## src/rtl/l6_mac_sequencer.sv

```systemverilog
// Layer-6 MAC/adder-tree sequencer: streams CIN_GROUPS beats per output pixel and flags each result.
// Optional macro L6_SEQ_PERF_EN adds the stall_cnt performance counter output.
module l6_mac_sequencer #(
   parameter int M          = 4,
   parameter int CIN_GROUPS = 16,
   parameter int NUM_PIXELS = 64,
   parameter int PIPE_LAT   = 3,
   parameter int GA_W       = 4,
   parameter int PA_W       = 6
) (
   input  logic            clk,
   input  logic            rst,
   input  logic            start,
   input  logic            in_valid,
   output logic            in_ready,
   output logic            acc_en,
   output logic            load,
   output logic [GA_W-1:0] w_grp,
   output logic [PA_W-1:0] d_pix,
   output logic            skip_rd_en,
   output logic [PA_W-1:0] skip_pix,
   output logic            out_valid,
   output logic [PA_W-1:0] out_pix,
   output logic            busy,
   output logic            done
`ifdef L6_SEQ_PERF_EN
   ,
   output logic [15:0]     stall_cnt
`endif
);

   typedef enum logic [1:0] {
      S_IDLE,
      S_RUN,
      S_DRAIN,
      S_DONE
   } state_t;

   state_t state_reg, state_next;

   logic [GA_W-1:0] grp_reg;
   logic [PA_W-1:0] pix_reg;

   logic start_ok;
   logic beat;
   logic last_grp;
   logic last_pix;
   logic mark_vld;
   logic drain_pend;

   logic [PIPE_LAT-1:0] stage_vld_reg;
   logic [PA_W-1:0]     stage_pix_reg [PIPE_LAT];

   // M only sizes the downstream array; a non-positive value is a configuration error.
   generate
      if (M < 1) begin : g_bad_m
      end
   endgenerate

   assign start_ok = (state_reg == S_IDLE) && start;
   assign in_ready = (state_reg == S_RUN);
   assign beat     = in_ready && in_valid;
   assign last_grp = (grp_reg == GA_W'(CIN_GROUPS - 1));
   assign last_pix = (pix_reg == PA_W'(NUM_PIXELS - 1));
   assign mark_vld = beat && last_grp;

   assign acc_en = beat;
   assign load   = beat && (grp_reg == '0);
   assign w_grp  = grp_reg;
   assign d_pix  = pix_reg;

   assign out_valid = stage_vld_reg[PIPE_LAT-1];
   assign out_pix   = stage_pix_reg[PIPE_LAT-1];

   always_ff @(posedge clk) begin
      if (!rst) begin
         state_reg <= S_IDLE;
      end else begin
         state_reg <= state_next;
      end
   end

   always_comb begin
      state_next = state_reg;
      busy       = 1'b0;
      done       = 1'b0;
      case (state_reg)
         S_IDLE: begin
            if (start) begin
               state_next = S_RUN;
            end
         end
         S_RUN: begin
            busy = 1'b1;
            if (mark_vld && last_pix) begin
               state_next = S_DRAIN;
            end
         end
         S_DRAIN: begin
            // Leave as the final marker reaches the output, so done follows out_valid by one cycle.
            busy = 1'b1;
            if (!drain_pend) begin
               state_next = S_DONE;
            end
         end
         S_DONE: begin
            done       = 1'b1;
            state_next = S_IDLE;
         end
         default: begin
            state_next = S_IDLE;
         end
      endcase
   end

   always_ff @(posedge clk) begin
      if (!rst) begin
         grp_reg <= '0;
         pix_reg <= '0;
      end else if (start_ok) begin
         grp_reg <= '0;
         pix_reg <= '0;
      end else if (beat) begin
         if (last_grp) begin
            grp_reg <= '0;
            pix_reg <= last_pix ? '0 : pix_reg + 1'b1;
         end else begin
            grp_reg <= grp_reg + 1'b1;
         end
      end
   end

   // Result markers advance every cycle regardless of input stalls.
   always_ff @(posedge clk) begin
      if (!rst) begin
         stage_vld_reg <= '0;
         for (int i = 0; i < PIPE_LAT; i++) begin
            stage_pix_reg[i] <= '0;
         end
      end else begin
         stage_vld_reg[0] <= mark_vld;
         stage_pix_reg[0] <= mark_vld ? pix_reg : '0;
         for (int i = 1; i < PIPE_LAT; i++) begin
            stage_vld_reg[i] <= stage_vld_reg[i-1];
            stage_pix_reg[i] <= stage_pix_reg[i-1];
         end
      end
   end

   generate
      if (PIPE_LAT == 1) begin : g_lat1
         assign skip_rd_en = mark_vld;
         assign skip_pix   = mark_vld ? pix_reg : '0;
         assign drain_pend = 1'b0;
      end else begin : g_latn
         assign skip_rd_en = stage_vld_reg[PIPE_LAT-2];
         assign skip_pix   = stage_pix_reg[PIPE_LAT-2];
         assign drain_pend = |stage_vld_reg[PIPE_LAT-2:0];
      end
   endgenerate

`ifdef L6_SEQ_PERF_EN
   always_ff @(posedge clk) begin
      if (!rst) begin
         stall_cnt <= '0;
      end else if (start_ok) begin
         stall_cnt <= '0;
      end else if (in_ready && !in_valid && (stall_cnt != 16'hFFFF)) begin
         stall_cnt <= stall_cnt + 16'd1;
      end
   end
`endif

endmodule

```

## config.mk

```make
export PLATFORM = sky130hd
export DESIGN_NAME = l6_mac_sequencer
export DESIGN_NICKNAME = d
export VERILOG_FILES = /design/src/rtl/l6_mac_sequencer.sv
export SDC_FILE = /design/constraint.sdc
export NUM_CORES = 1
export LEC_CHECK = 0
export ABC_CLOCK_PERIOD_IN_PS = 1400
export CAP_MARGIN = 20
export CORE_MARGIN = 10
export CORE_UTILIZATION = 43
export CTS_BUF_LIST = sky130_fd_sc_hd__clkbuf_16
export CTS_CLUSTER_DIAMETER = 60
export DETAILED_ROUTE_END_ITERATION = 10
export GPL_ROUTABILITY_DRIVEN = 1
export PLACE_DENSITY = 0.82
export SLEW_MARGIN = 20
export SYNTH_ARGS = -nofsm -noshare
export SYNTH_HDL_FRONTEND = slang
export SYNTH_SLANG_ARGS = --single-unit
```

## constraint.sdc

```tcl
create_clock -name clk -period 1.4 [get_ports clk]
set_input_delay 0.21 -clock clk [delete_from_list [all_inputs] [get_ports clk]]
set_output_delay 0.21 -clock clk [all_outputs]
set_load 0.005 [all_outputs]
```

==> Yosys cells after proc, flatten, opt, wreduce, memory -nomap -nowiden <==
Memories as Yosys holds them, arrays and structs flattened.
Index checks and enable logic that the tools add are counted.
{ "totals": {"ff_bits": 15, "mem_bits_rw": 18, "out_inout_bits": 29, "mem_count": 1, "in_bits": 4, "word_cells": 45} }
{ "op_classes": {"bitwise": 4, "reduce_logical": 12, "n_eq_ne": 8, "add_sub_neg": 2, "muxes": 14} }
{ "mem_list": {"columns": ["memory", "depth", "width", "read_ports", "rd_ports_with_merged_regs", "write_ports", "line_no", "rtl"], "rows": [
  ["stage_pix_reg", 3, 6, 3, 0, 3, "52", "logic [PA_W-1:0] stage_pix_reg [PIPE_LAT];"]
]} }
{ "ops": {"columns": ["cell", "count"], "rows": [
  ["two-way mux 6 bit", 5],
  ["case mux 2 bit (4 select lines)", 1],
  ["adder 6 x 1 -> 6 bit (second input constant)", 1],
  ["== test 6 bit (second input constant)", 1],
  ["two-way mux 2 bit", 3],
  ["OR reduction 2 bit", 3],
  ["logical AND 1 bit", 5],
  ["adder 4 x 1 -> 4 bit (second input constant)", 1],
  ["== test 2 bit (second input constant)", 2],
  ["== test 4 bit (second input constant)", 1],
  ["zero test 4 bit", 1],
  ["two-way mux 1 bit", 4],
  ["two-way mux 4 bit", 1],
  ["!= test 2 bit (second input constant)", 2],
  ["bitwise OR 1 bit", 3],
  ["AND reduction 3 bit", 1],
  ["== test 2 x 1 -> 1 bit (second input constant)", 1],
  ["zero test 2 bit", 1],
  ["!= test 2 x 1 -> 1 bit (second input constant)", 1],
  ["AND reduction 2 bit", 1],
  ["inverter 1 bit", 1]
]} }

==> Logic depth before layout (Yosys ltp) <==
Gate-level depths: netlist (run 1).
{ "depth": {"word_depth": 6, "ltp_mapped": 6, "mapped_depth_nobuf": 6} }

==> Worst setup path after synthesis (run 1) <==
Ideal clock, no wire load.
{ "synth_path": {"path_type": "register -> register", "start": "register state_reg[1]", "end": "register state_reg[0]", "setup_slack_ps": -50, "required_ps": 1328, "arrival_ps": 1378, "setup_time_ps": 72, "stages_incl_launch_ff": 7, "path_cell_list": "dfxtp_1 > inv_1 > ha_1 > nand4_1 > nor3_2 > o221a_2 > mux2i_1"} }
{ "synth_between": {"elab_chain_len": 6} }
{ "synth_lines": {"columns": ["item", "line_no", "rtl"], "rows": [
  ["from (decl)", "39", "state_t state_reg, state_next;"],
  ["from (signal assigned)", "79", "state_reg <= state_next;"],
  ["== test 2 x 1 -> 1 bit *", "61", "assign in_ready = (state_reg == S_RUN);"],
  ["net in_ready", "15", "output logic in_ready,"],
  ["logical AND 1 bit", "62", "assign beat = in_ready && in_valid;"],
  ["logical AND 1 bit", "65", "assign mark_vld = beat && last_grp;"],
  ["logical AND 1 bit", "95", "if (mark_vld && last_pix) begin"],
  ["!= test 2 x 1 -> 1 bit (no line)", null, null],
  ["AND reduction 3 bit (no line)", null, null]
]} }
Mark *: on every way through the listed nets, which the timed path passes. The rest lies on a longest branch.
A chain may end at the register's enable or synchronous reset.

==> Final worst setup path (run 1) <==
{ "layout_path": {"start": "register state_reg[1]", "end": "register state_reg[1]"} }
{ "layout_between": {"elab_chain_len": 6} }
{ "layout_lines": {"columns": ["item", "line_no"], "rows": [
  ["== test 2 x 1 -> 1 bit", "61, 87"],
  ["logical AND 1 bit", "62"],
  ["logical AND 1 bit", "65"],
  ["logical AND 1 bit", "95"],
  ["!= test 2 x 1 -> 1 bit (no line)", null],
  ["AND reduction 3 bit (no line)", null]
]} }
Several ways; a longest one is shown, not always the timed one.

==> results of run 1 <==
==> power groups by stage <==
stage | registers (µW) | clock network, µW | logic [µW]
2_1_floorplan | 1020 | 0 | 272
3_3_place_gp | 1010 | 0 | 574
3_5_place_dp | 1010 | 0 | 611
4_1_cts | 1000 | 1030 | 743
5_1_grt | 1000 | 1090 | 960
6_report | 1000 | 1020 | 899
==> final cells by class <==
cell class | instances | area, µm² | share of cell area, %
clock inverters | 3 | 13.8 | 0.639
well taps | 33 | 41.3 | 1.92
flip-flops and latches | 33 | 681 | 31.6
repair buffers | 61 | 562 | 26.1
inverters | 8 | 30.0 | 1.39
multi-input cells | 79 | 702 | 32.6
clock buffers | 5 | 125 | 5.81
==> cells in the final DEF (no fill, tap or decap), types with 2 or more instances in the layout <==
cell type / count
a21oi_1: 3
a21oi_2: 2
and2_1: 14
and3_1: 4
and3_4: 2
buf_2: 2
buf_4: 20
buf_6: 9
clkbuf_16: 5
clkdlybuf4s50_1: 18
clkinv_2: 2
dfxtp_1: 23
dfxtp_2: 7
dfxtp_4: 3
dlygate4sd2_1: 6
dlymetal6s2s_1: 3
ha_1: 4
ha_4: 3
inv_1: 6
inv_2: 3
mux2i_1: 2
nand2_1: 7
nand2_2: 3
nand3_1: 2
nand4_1: 2
nor2_1: 2
nor2_2: 2
nor2_4: 2
nor3_2: 2
nor3_4: 2
o21ai_0: 4
xnor2_1: 3
xnor2_2: 2
==> through the flow <==
step | utilization, % | power, µW | instance area, µm² | setup TNS [ns]
2_1_floorplan | - | 1290 | 1330 | 0
3_3_place_gp | 58.0 | 1580 | 1740 | -2.31
3_5_place_dp | 58.0 | 1620 | 1740 | -3.74
4_1_cts | 66.8 | 2770 | 2000 | -0.358
5_1_grt | 71.8 | 3050 | 2150 | -2.22
6_report | 71.8 | 2920 | 2150 | -1.26
==> timing repair <==
action | in CTS | in global routing
resized for setup | 52 | 33
buffers inserted | 4 | 7
setup endpoints to repair | 21 | 24
pin swaps | 10 | 9
hold buffers | 0 | 0
==> cells by family after synthesis <==
family,count (synthesis),share of synthesized area (%)
buffers and inverters,22,9.70
adders and majority gates,7,6.65
and+or+nand+nor,53,23.3
xor gates and xnor gates,6,3.99
AOI/OAI and AO/OA,11,4.66
DFF,33,50.2
muxes,2,1.52
==> critical path, cell delays in order (launching register included) <==
cell and delay, ns:
dfxtp_2 0.32, inv_2 0.07, ha_4 0.15, buf_6 0.10, nand4_1 0.17, nor3_2 0.23
o221a_2 0.27, mux2i_1 0.18
==> layer usage <==
layer / vias up / GRT usage (%) / share of wire [%] / wire [µm]
met2: 54 / 23.2 / 51 / 1970
met1: 535 / 12.3 / 35 / 1360
met3: 14 / 7.55 / 10 / 396
met5: - / 0 / 0 / 0
met4: 0 / 5.57 / 3.7 / 144
li1: 536 / - / - / -
==> worst max-delay path by stage <==
stage	start	end
2_1_floorplan	w_grp[1]$_SDFFE_PP0N_	state_reg[0]$_SDFFE_PN0P_
3_3_place_gp	in_valid	load
3_5_place_dp	in_valid	load
4_1_cts	state_reg[1]$_SDFFE_PN0P_	state_reg[1]$_SDFFE_PN0P_
5_1_grt	state_reg[1]$_SDFFE_PN0P_	state_reg[0]$_SDFFE_PN0P_
6_report	state_reg[1]$_SDFFE_PN0P_	state_reg[1]$_SDFFE_PN0P_
==> impl_metrics.ini, run 1 <==
[sta]
hold_viol_final = 0
tightest_slew_ns = 0.273
holdWs_ns = 0.431
fin_skew_ns = 0.00434
finalSetupViolCount = 16
rsz0062_at_grt = yes
setup_ws_ns = -0.168
fin_crit_ns = 1.57
clock.fmax_mhz = 638
drv_slew = 0
max-slew-margin-rel_pct = 81.6
finalCritPeriodShare_pct = 112

[pwr]
intPower_uw = 2110
combPwrFrac_pct = 30.8
power_frac_seq_pct = 34.3
p_leak_uw = 0.000977
powerDensity_nw_per_um2 = 1350
ir_drop_mv = 0.759
clock_power_share_pct = 34.9
p_sw_uw = 809
switching_share_pct = 27.7

[floorplanning]
dieHeight_um = 75.3
io_pins = 33
die_x_um = 75.3
core-area_um2 = 3000
start_util_pct = 43.8
dieArea_um2 = 5670
num_rows = 20

[detailed_routing]
route.detailed.drc = 0
vias_per_cell = 5.13
wl_per_cell_um = 17.4
routed_wl_um = 3870
ant_nets = 0
dr.pass1.iters = 4
drt_iter0_drc = 72
num_vias = 1139

[placement]
dp_slack_ns = -0.620
hpwlAfterDp_um = 2330
placedCellCount = 205
io_buffers = 32
gp_congestion = 0.826

[critical_path]
ff2ff_path_depth = 7
rrSetupSlack_ns = -0.17
critPathKind = reg -> reg
reg2reg_to = state_reg[1]$_SDFFE_PN0P_
startpoint_type = flop
r2r_start = state_reg[1]$_SDFFE_PN0P_
end_kind = flop
path_max_fanout = 3
required_ns = 1.60
crit_arrival_ns = 1.76

[clocking]
htreeDepth = 2
clock-sinks = 33
cts_tree = yes
clk_pin_slew_worst_paths_ns = 0.05
cts-root-buf = clkbuf_16
clock_latency_ns = 0.27
cts_buffers = 5
cts_buffer_depth = 2

[yosys]
synthTopCellsByArea = dfxtp_1 50%, and2_1 7.1%, buf_4 6.8%, ha_1 6.7%, xnor2_1 3.3%
synth_area_um2 = 1320
yosysUniqueCellTypes = 28
synth.most_common_cell = dfxtp_1
syn_nets = 145
synth_edf_count = 0
synth_area_per_cell_um2 = 9.82
synthTopCellsByCount = 33 x dfxtp_1, 15 x and2_1, 12 x buf_4, 10 x nand2_1, 8 x inv_1
synth_cells = 134
seq_area_frac_synth_pct = 50.2
yosysTopAreaCell = dfxtp_1
ys_warn_count = 0
synth_ff_type = dfxtp_1
yosys.area.top_type_share_pct = 50.2
synth_seq_cells = 33
async_flop_share_pct = 0

[status]
status = finished with violations
violations = setup timing

[finish]
nFillCells = 206
syn_to_final_growth_pct = 63.7
antenna_cells = 0
fin_cells = 222
largest_reg_flops = 18
finalNetCount = 199
drive_gt1_share_pct = 43.9

[min_path]
hold_depth = 1
worstHoldEndpoint = stage_pix_reg[0][6]$_SDFF_PN0_
min_path_type = reg -> reg
min_from = stage_pix_reg[0][0]$_SDFF_PN0_

[grt]
grt_pass1_vias = 1201
antenna_found_initial = 0
grt_max_degree = 26
track_usage_pct = 13.2
grt.overflow.total = 0
grt_pass1_wl_um = 5550

[run]
drv_cap = 0
Note: power is estimated with default switching activity, not from simulation.
==> run 2: changes to the inputs <==
CTS_CLUSTER_DIAMETER = 40   (was 60)
==> results of run 2 <==
Same layout as run 1: the final DEF is identical, and so are final timing and power.
==> run 3: changes to the inputs <==
CORE_MARGIN = 1.5   (was 10)
==> impl_metrics.ini, run 3 (synthesis gave the netlist of run 1 again) <==
[status]
status = finished with violations
violations = setup timing

[finish]
syn_to_final_growth_pct = 60.2
multi_input_area_um2 = 643
layout.cells.most_common_list = 25 x buf_4, 23 x clkdlybuf4s50_1, 22 x dfxtp_1
antenna_cells = 0
final_common_cell = buf_4
final_core_util_pct = 74.5
nFillCells = 200
drive_gt1_share_pct = 38.6
finalNetCount = 199
ff_latch_area_um2 = 684
largest_reg_flops = 18

[floorplanning]
die_x_um = 58.3
core-area_um2 = 2830
num_rows = 19
dieHeight_um = 58.3
dieArea_um2 = 3400
start_util_pct = 46.5
io_pins = 33

[critical_path]
startpoint_type = flop
critPathKind = reg -> out
required_ns = 1.19
path_max_fanout = 3
crit_arrival_ns = 1.30
end_kind = output pin

[grt]
grtUsageMet2_pct = 31.1
grt.overflow.total = 0
antenna_found_initial = 0
grt-busiest-layer = met2
track_usage_pct = 19.7
grt_pass1_wl_um = 4940
grt_use_met1_pct = 22.9
grt_max_degree = 26
use_met3_pct = 7.25
grt_pass1_vias = 1110

[detailed_routing]
drt_iter0_drc = 17
ant_nets = 0
dr.pass1.iters = 4
route.detailed.drc = 0
num_vias = 1088
vias_per_cell = 4.95
routed_wl_um = 3190
wl_per_cell_um = 14.5

[sta]
drv_slew = 0
rsz0062_at_grt = yes
finalSetupViolCount = 5
holdWs_ns = 0.430
clock.fmax_mhz = 664
fin_crit_ns = 1.51
finalCritPeriodShare_pct = 108
fin_skew_ns = 0.00344
max-slew-margin-rel_pct = 81.3
hold_viol_final = 0
tightest_slew_ns = 0.278
setup_ws_ns = -0.106
setup_tns_ns = -0.416

[placement]
hpwlAfterDp_um = 1930
io_buffers = 32
gp_congestion = 0.806
dp_slack_ns = -0.477

[pwr]
ir_drop_mv = 0.934
p_leak_uw = 0.000912
powerDensity_nw_per_um2 = 1430

[clocking]
cts_buffers = 5
cts_buffer_depth = 2
clock_latency_ns = 0.28
clock-sinks = 33
htreeDepth = 2
clk_pin_slew_worst_paths_ns = 0.05
cts-root-buf = clkbuf_16
cts_tree = yes

[min_path]
min_path_type = reg -> reg

[run]
drv_cap = 0
[run 3: final cells by class]
cell class	instances	share of cell area, %
clock buffer	5	5.93
clock inverter	3	2.20
inverter	8	1.54
multi-input combinational	79	30.5
sequential	33	32.5
tap	31	1.84
timing repair buffer	61	25.5
[run 3: path summary, 6_finish.rpt]
| check | startpoint | to | cells after the start | slack (ns) |
|---|---|---|---|---|
| max | state_reg[0]$_SDFFE_PN0P_ | busy | 4 | -0.11 |
| min | stage_pix_reg[0][0]$_SDFF_PN0_ | stage_pix_reg[0][6]$_SDFF_PN0_ | 1 | 0.43 |
| max reg2reg | state_reg[1]$_SDFFE_PN0P_ | state_reg[1]$_SDFFE_PN0P_ | 7 | -0.09 |
| min reg2reg | stage_pix_reg[0][0]$_SDFF_PN0_ | stage_pix_reg[0][6]$_SDFF_PN0_ | 1 | 0.43 |
[run 3: metal layers]
layer / part of all wire [%] / vias to the layer above
met5: 0 / -
met4: 2.8 / 0
met3: 5.3 / 10
met2: 51 / 35
met1: 41 / 509
li1: - / 534
[run 3: critical path: stages, from the launching register on]
cell and delay, ns:
dfxtp_2 0.35, buf_4 0.13, inv_2 0.05, ha_4 0.26, dlygate4sd2_1 0.22
[run 3: per-stage QoR]
stage / std cells / power (µW) / instance area [µm²]
6_report: 220 / 3020 / 2110
5_1_grt: 220 / 3140 / 2110
4_1_cts: 216 / 2970 / 2010
3_5_place_dp: 203 / 1610 / 1740
3_3_place_gp: 203 / 1580 / 1740
2_1_floorplan: 134 / 1290 / 1330
[run 3: power by group]
group	total [µW]	switching, µW	internal [µW]	leakage [µW]
logic	777	349	428	0.000559
registers	1000	32.1	970	0.000273
clock network	1240	396	840	0.0000800
[run 3: repair_timing]
| action | 4_1_cts | 5_1_grt |
|---|---|---|
| setup endpoints to repair | 19 | 23 |
| setup buffers | 5 | 4 |
| cloned | 0 | 0 |
| hold endpoints to repair | 0 | 0 |
| hold buffers | 0 | 0 |
| resized for setup | 42 | 18 |
| pin swaps | 9 | 10 |
